### config.mk
export PLATFORM = sky130hd
export DESIGN_NAME = burst_mem_ctrl_flat
export DESIGN_NICKNAME = d
export VERILOG_FILES = /design/src/rtl/burst_mem_ctrl_if.sv /design/src/rtl/burst_mem_ctrl.sv /design/src/flat_wrapper.sv
export SDC_FILE = /design/constraint.sdc
export NUM_CORES = 1
export LEC_CHECK = 0
export BUFFER_PORTS_ARGS = -buffer_cell sky130_fd_sc_hd__buf_4
export CAP_MARGIN = 20
export CORE_ASPECT_RATIO = 1.75
export CORE_UTILIZATION = 60
export DETAILED_ROUTE_END_ITERATION = 8
export HOLD_SLACK_MARGIN = 0.08
export PLACE_DENSITY = 0.81
export SETUP_SLACK_MARGIN = 0.3
export SLEW_MARGIN = 20
export SYNTH_ARGS = -nofsm -noshare
export SYNTH_HDL_FRONTEND = slang
export SYNTH_SLANG_ARGS = --single-unit
### constraint.sdc
create_clock -name clk -period 4.12 [get_ports clk]
set_input_delay 0.824 -clock clk [delete_from_list [all_inputs] [get_ports clk]]
set_output_delay 0.824 -clock clk [all_outputs]
set_load 0.02 [all_outputs]
### src/rtl/burst_mem_ctrl_if.sv
// Command, write-data and read-data handshake bundle for burst_mem_ctrl.
// master drives commands and write data; slave is the controller.
interface burst_mem_ctrl_if #(
    parameter int DATA_W = 4,
    parameter int ADDR_W = 3
);
    logic              en;
    logic              rw;
    logic [ADDR_W-1:0] add;
    logic [ADDR_W-1:0] len;
    logic              abort;
    logic [DATA_W-1:0] datain;
    logic              din_valid;
    logic              din_ready;
    logic [DATA_W-1:0] dataout;
    logic              dout_valid;
    logic              dout_ready;
    logic              busy;
    logic              done;

    modport master (
        output en, rw, add, len, abort, datain, din_valid, dout_ready,
        input  din_ready, dataout, dout_valid, busy, done
    );

    modport slave (
        input  en, rw, add, len, abort, datain, din_valid, dout_ready,
        output din_ready, dataout, dout_valid, busy, done
    );
endinterface

### src/rtl/burst_mem_ctrl.sv
// Burst read/write controller over a small register-file memory with
// ready/valid beats, abort and a one-cycle done pulse.
module burst_mem_ctrl #(
    parameter int DATA_W = 4,
    parameter int ADDR_W = 3
) (
    input logic             clk,
    input logic             rst_n,
    burst_mem_ctrl_if.slave bus
);
    localparam int DEPTH = 2 ** ADDR_W;

    typedef enum logic [1:0] {StIdle, StWrite, StRead, StDone} state_e;

    state_e            r_state;
    state_e            w_state_next;
    logic [ADDR_W-1:0] r_ptr;
    logic [ADDR_W-1:0] r_len;
    logic [ADDR_W:0]   r_cnt;  // beats accepted (write) or issued (read)
    logic [DATA_W-1:0] r_mem [DEPTH];
    logic [DATA_W-1:0] r_dataout;
    logic              r_dout_valid;

    logic              w_start;
    logic              w_abort;
    logic              w_wr_beat;
    logic              w_wr_last;
    logic              w_rd_issue;
    logic              w_rd_last;
    logic [ADDR_W:0]   w_beats;

    assign w_beats    = {1'b0, r_len} + (ADDR_W + 1)'(1);
    assign w_start    = (r_state == StIdle) && bus.en;
    assign w_abort    = bus.abort && ((r_state == StWrite) || (r_state == StRead));
    assign w_wr_beat  = (r_state == StWrite) && bus.din_valid && !bus.abort;
    assign w_wr_last  = w_wr_beat && (r_cnt == {1'b0, r_len});
    assign w_rd_issue = (r_state == StRead) && !bus.abort &&
                        (!r_dout_valid || bus.dout_ready) && (r_cnt < w_beats);
    assign w_rd_last  = (r_state == StRead) && !bus.abort && r_dout_valid &&
                        bus.dout_ready && (r_cnt == w_beats);

    always_ff @(posedge clk) begin
        if (!rst_n) begin
            r_state <= StIdle;
        end else begin
            r_state <= w_state_next;
        end
    end

    always_comb begin
        w_state_next = r_state;
        unique case (r_state)
            StIdle:  if (bus.en) w_state_next = bus.rw ? StWrite : StRead;
            StWrite: begin
                if (bus.abort)      w_state_next = StIdle;
                else if (w_wr_last) w_state_next = StDone;
            end
            StRead: begin
                if (bus.abort)      w_state_next = StIdle;
                else if (w_rd_last) w_state_next = StDone;
            end
            StDone:  w_state_next = StIdle;
            default: w_state_next = StIdle;
        endcase
    end

    always_comb begin
        bus.din_ready = (r_state == StWrite);
        bus.busy      = (r_state != StIdle);
        bus.done      = (r_state == StDone);
    end

    assign bus.dataout    = r_dataout;
    assign bus.dout_valid = r_dout_valid;

    always_ff @(posedge clk) begin
        if (!rst_n) begin
            r_ptr        <= '0;
            r_len        <= '0;
            r_cnt        <= '0;
            r_dataout    <= '0;
            r_dout_valid <= 1'b0;
        end else begin
            if (w_start) begin
                r_ptr <= bus.add;
                r_len <= bus.len;
                r_cnt <= '0;
            end
            if (w_wr_beat || w_rd_issue) begin
                r_ptr <= r_ptr + 1'b1;
                r_cnt <= r_cnt + 1'b1;
            end
            if (w_rd_issue) begin
                r_dataout <= r_mem[r_ptr];
            end
            if (w_abort || w_rd_last) begin
                r_dout_valid <= 1'b0;
            end else if (w_rd_issue) begin
                r_dout_valid <= 1'b1;
            end
        end
    end

    // Storage is deliberately left out of reset so contents survive it.
    always_ff @(posedge clk) begin
        if (rst_n && w_wr_beat) begin
            r_mem[r_ptr] <= bus.datain;
        end
    end
endmodule

### src/flat_wrapper.sv
// flat-port wrapper written by rule: the top's interface ports become plain ports
module burst_mem_ctrl_flat 
#(
    parameter int DATA_W = 4,
    parameter int ADDR_W = 3
)
  (clk, rst_n, bus_en, bus_rw, bus_add, bus_len, bus_abort, bus_datain, bus_din_valid, bus_dout_ready, bus_din_ready, bus_dataout, bus_dout_valid, bus_busy, bus_done);
  burst_mem_ctrl_if #(.DATA_W(DATA_W), .ADDR_W(ADDR_W)) bus_i ();
  input logic clk;
  input logic rst_n;
  input wire logic [$bits(bus_i.en)-1:0] bus_en;
  input wire logic [$bits(bus_i.rw)-1:0] bus_rw;
  input wire logic [$bits(bus_i.add)-1:0] bus_add;
  input wire logic [$bits(bus_i.len)-1:0] bus_len;
  input wire logic [$bits(bus_i.abort)-1:0] bus_abort;
  input wire logic [$bits(bus_i.datain)-1:0] bus_datain;
  input wire logic [$bits(bus_i.din_valid)-1:0] bus_din_valid;
  input wire logic [$bits(bus_i.dout_ready)-1:0] bus_dout_ready;
  output wire logic [$bits(bus_i.din_ready)-1:0] bus_din_ready;
  output wire logic [$bits(bus_i.dataout)-1:0] bus_dataout;
  output wire logic [$bits(bus_i.dout_valid)-1:0] bus_dout_valid;
  output wire logic [$bits(bus_i.busy)-1:0] bus_busy;
  output wire logic [$bits(bus_i.done)-1:0] bus_done;
  assign bus_i.en = bus_en;
  assign bus_i.rw = bus_rw;
  assign bus_i.add = bus_add;
  assign bus_i.len = bus_len;
  assign bus_i.abort = bus_abort;
  assign bus_i.datain = bus_datain;
  assign bus_i.din_valid = bus_din_valid;
  assign bus_i.dout_ready = bus_dout_ready;
  assign bus_din_ready = bus_i.din_ready;
  assign bus_dataout = bus_i.dataout;
  assign bus_dout_valid = bus_i.dout_valid;
  assign bus_busy = bus_i.busy;
  assign bus_done = bus_i.done;
  burst_mem_ctrl #(.DATA_W(DATA_W), .ADDR_W(ADDR_W)) u_core (.clk(clk), .rst_n(rst_n), .bus(bus_i));
endmodule
==> results.cfg <==
[die]
die_area_sq_um = 4080
ioPinCount = 25
num_rows = 29
coreArea_sq_um = 3630
initial_utilization = 0.631
die_h_microns = 83.7
dieWidth_microns = 48.7

[pwr]
power.total_mw = 1.37
power.density_nw_per_um2 = 531
comb_power_share = 0.324
p_sw_frac = 0.347
p_int_mw = 0.896
clock_power_share = 0.212
leakagePower_nw = 0.939
power_frac_seq = 0.464
p_sw_mw = 0.476
ir_worst_vdd_v = 0.000387

[final_layout]
ff_latch_area_sq_um = 1300
post_route_cells_drive_above_1_share = 0.229
n_antenna_cell = 0
fillers = 269
fin_area_sq_um = 2580
multi_input_area_sq_um = 918
utilization = 0.711
nNetsFinal = 229
area_growth_pct = 12.7

[cts]
insertion_delay_ps = 300
cts_resized = 0
clock_sinks = 49
htree_levels = 2
cts_tree = yes
clk_path_buf_depth = 2
post_cts_buffers = 0
worst_setup_hold_path_clk_slew_ps = 90
cts-root-buf = clkbuf_8
holdBufCountCts = 0
cts_made_buffers = 5

[placed_design]
dpl_cell_area_sq_um = 2490
place_congestion = 0.879
io_buffers = 24
hpwlAfterDp_microns = 3270

[timing]
setup_viol = 0
clock_skew_ps = 8.11
hold_violations = 0
relSlewSlack = 0.567
final_max_slew_viol_count = 0
post-route-period-util = 0.550
finalSetupTns_ps = 0
rsz0062_at_grt = false
layout_min_cycle_time_ps = 2270
fmaxAchievable_mhz = 441
worstMarginPinSlew_ps = 648

[synthesis]
syn_area_per_cell_sq_um = 12.9
ys_seq_area_frac = 0.568
synth-edff-count = 32
synth_top_flop_cell = edfxtp_1
synthArstFlopShare = 0
ys_ff_latch = 49
syn_nets = 207
yosysWarnings = 0
synth_area_sq_um = 2290
yosysUniqueCellTypes = 41
synthCells = 178

[outcome]
status = completed

[setup_path]
cpPeakStageDelay_ps = 430
cp-end-kind = flip-flop
cp_common_cell = ha_1
cp.required_ps = 4330
crit_arrival_ps = 2480
startpoint_type = flip-flop
cpMaxStageDelayCell = a21oi_2
worstPathMaxFanout = 11
path_cells = ha_1 -> xnor2_1 -> ha_1 -> nand2_1 -> o21bai_1 -> a21oi_2 -> o21ai_1 -> a221oi_1
critical_path_class = flip-flop to flip-flop

[global_route]
grt_util_all_layers = 0.239
antenna_found_initial = 0
grt-ovfl-total = 0
grt_pass1_vias = 1612
grt_max_degree = 18
grt_first_pass_wirelength_microns = 7150

[route]
drc = 0
drt_iter0_drc = 38
first_pass_iters = 4
wl_per_cell_microns = 17.6
avgViaCountPerCell = 6.15
antenna_left = 0
num_vias = 1519
drt_wl_total_microns = 4350

[job]
max_cap_violations = 0

[hold_path]
min_path_type = flip-flop to flip-flop
[per-stage QoR]
stage          hold WS [ps]  cells  worst slack (ps)
2_1_floorplan           467    178              2150
3_3_place_gp            489    239              1900
3_5_place_dp            491    239              1840
4_1_cts                 503    247              1860
5_1_grt                 551    247              1750
6_report                503    247              1850
[layout by cell type (no fill, tap or decap), types with 2 or more instances in the layout]
cell type / Yosys / final
nor2_1: 9 / 9
nand2_1: 10 / 10
nand4_1: 2 / 2
mux2i_1: 4 / 4
nand2b_1: 2 / 2
nor2b_1: 7 / 7
a21oi_1: 9 / 9
dfxtp_1: 17 / 17
edfxtp_1: 32 / 32
ha_1: 12 / 12
o21ai_0: 6 / 6
clkbuf_8: 0 / 5
inv_6: 0 / 2
nand3_1: 13 / 13
xor2_1: 2 / 2
mux4_2: 8 / 8
a211oi_1: 3 / 3
nor3_1: 3 / 3
inv_1: 8 / 8
a31oi_1: 3 / 3
buf_4: 1 / 24
[layout make-up]
| class | count | share of cell area |
|---|---|---|
| clock buffers | 5 | 0.0267 |
| clock inverters | 3 | 0.00969 |
| inverters | 8 | 0.0116 |
| multi-input cells | 112 | 0.356 |
| flip-flops and latches | 49 | 0.504 |
| well taps | 46 | 0.0223 |
| repair buffers | 24 | 0.0698 |
[logic make-up after synthesis]
kind of cell             synth area share
AO/OA/AOI/OAI                       0.107
XOR/XNOR                           0.0115
buffers and inverters              0.0311
flip-flops                          0.568
adder cells (fa/ha/maj)            0.0655
multiplexers                       0.0961
AND/OR/NAND/NOR                     0.121
[worst paths after layout]
| kind | startpoint | end | slack, ps | cells after the start |
|---|---|---|---|---|
| max | u_core.r_len[1] | u_core.r_ptr[0] | 1850 | 8 |
| min | u_core.r_len[0] | u_core.r_len[0] | 500 | 2 |
| max reg2reg | u_core.r_len[1] | u_core.r_ptr[0] | 1850 | 8 |
| min reg2reg | u_core.r_len[0] | u_core.r_len[0] | 500 | 2 |
[flip-flops by register name, indices dropped and copies added (netlist names)]
signal / flops
u_core.bus.dataout: 4
u_core.r_mem: 32
u_core.r_state: 2
u_core.r_len: 3
u_core.r_cnt: 4
u_core.bus.dout_valid: 1
u_core.r_ptr: 3
[routing by layer]
metal | global-route usage | share of wire | wire, microns | vias to the layer above
li1 | - | - | - | 710
met1 | 0.228 | 0.35 | 1530 | 742
met2 | 0.448 | 0.57 | 2490 | 53
met3 | 0.0474 | 0.044 | 192 | 14
met4 | 0.147 | 0.032 | 140 | 0
met5 | 0 | 0 | 0 | -
[cells in the mapped netlist (all sizes together), types with 2 or more instances]
| cell | count | area [sq um] |
|---|---|---|
| edfxtp | 32 | 961 |
| dfxtp | 17 | 340 |
| nand3 | 13 | 65.1 |
| ha | 12 | 150 |
| a21oi | 10 | 53.8 |
| nand2 | 10 | 37.5 |
| nor2 | 9 | 33.8 |
| inv | 8 | 30.0 |
| mux4 | 8 | 180 |
| nor2b | 7 | 43.8 |
| o21ai | 7 | 35.0 |
| buf | 5 | 26.3 |
| a211oi | 4 | 35.0 |
| clkbuf | 4 | 15.0 |
| mux2i | 4 | 40.0 |
| a31oi | 3 | 18.8 |
| nand2b | 3 | 26.3 |
| nor3 | 3 | 15.0 |
| nand4 | 2 | 12.5 |
| xor2 | 2 | 17.5 |
[power groups by stage]
stage               combinational [mW]  clock [mW]  sequential, mW
floorplan                        0.355           0           0.616
global placement                 0.428           0           0.643
detailed placement               0.441           0           0.647
CTS                              0.444       0.298           0.637
global route                     0.490       0.318           0.647
finish                           0.444       0.290           0.637
[critical path: cells and delay by family, from the launching register on]
family,cells,cell delay (ps)
AO/OA/AOI/OAI,4,1060
adder cells (fa/ha/maj),2,520
flip-flops,1,370
XOR/XNOR,1,160
AND/OR/NAND/NOR,1,70
Note: power is estimated with default switching activity, not from simulation.
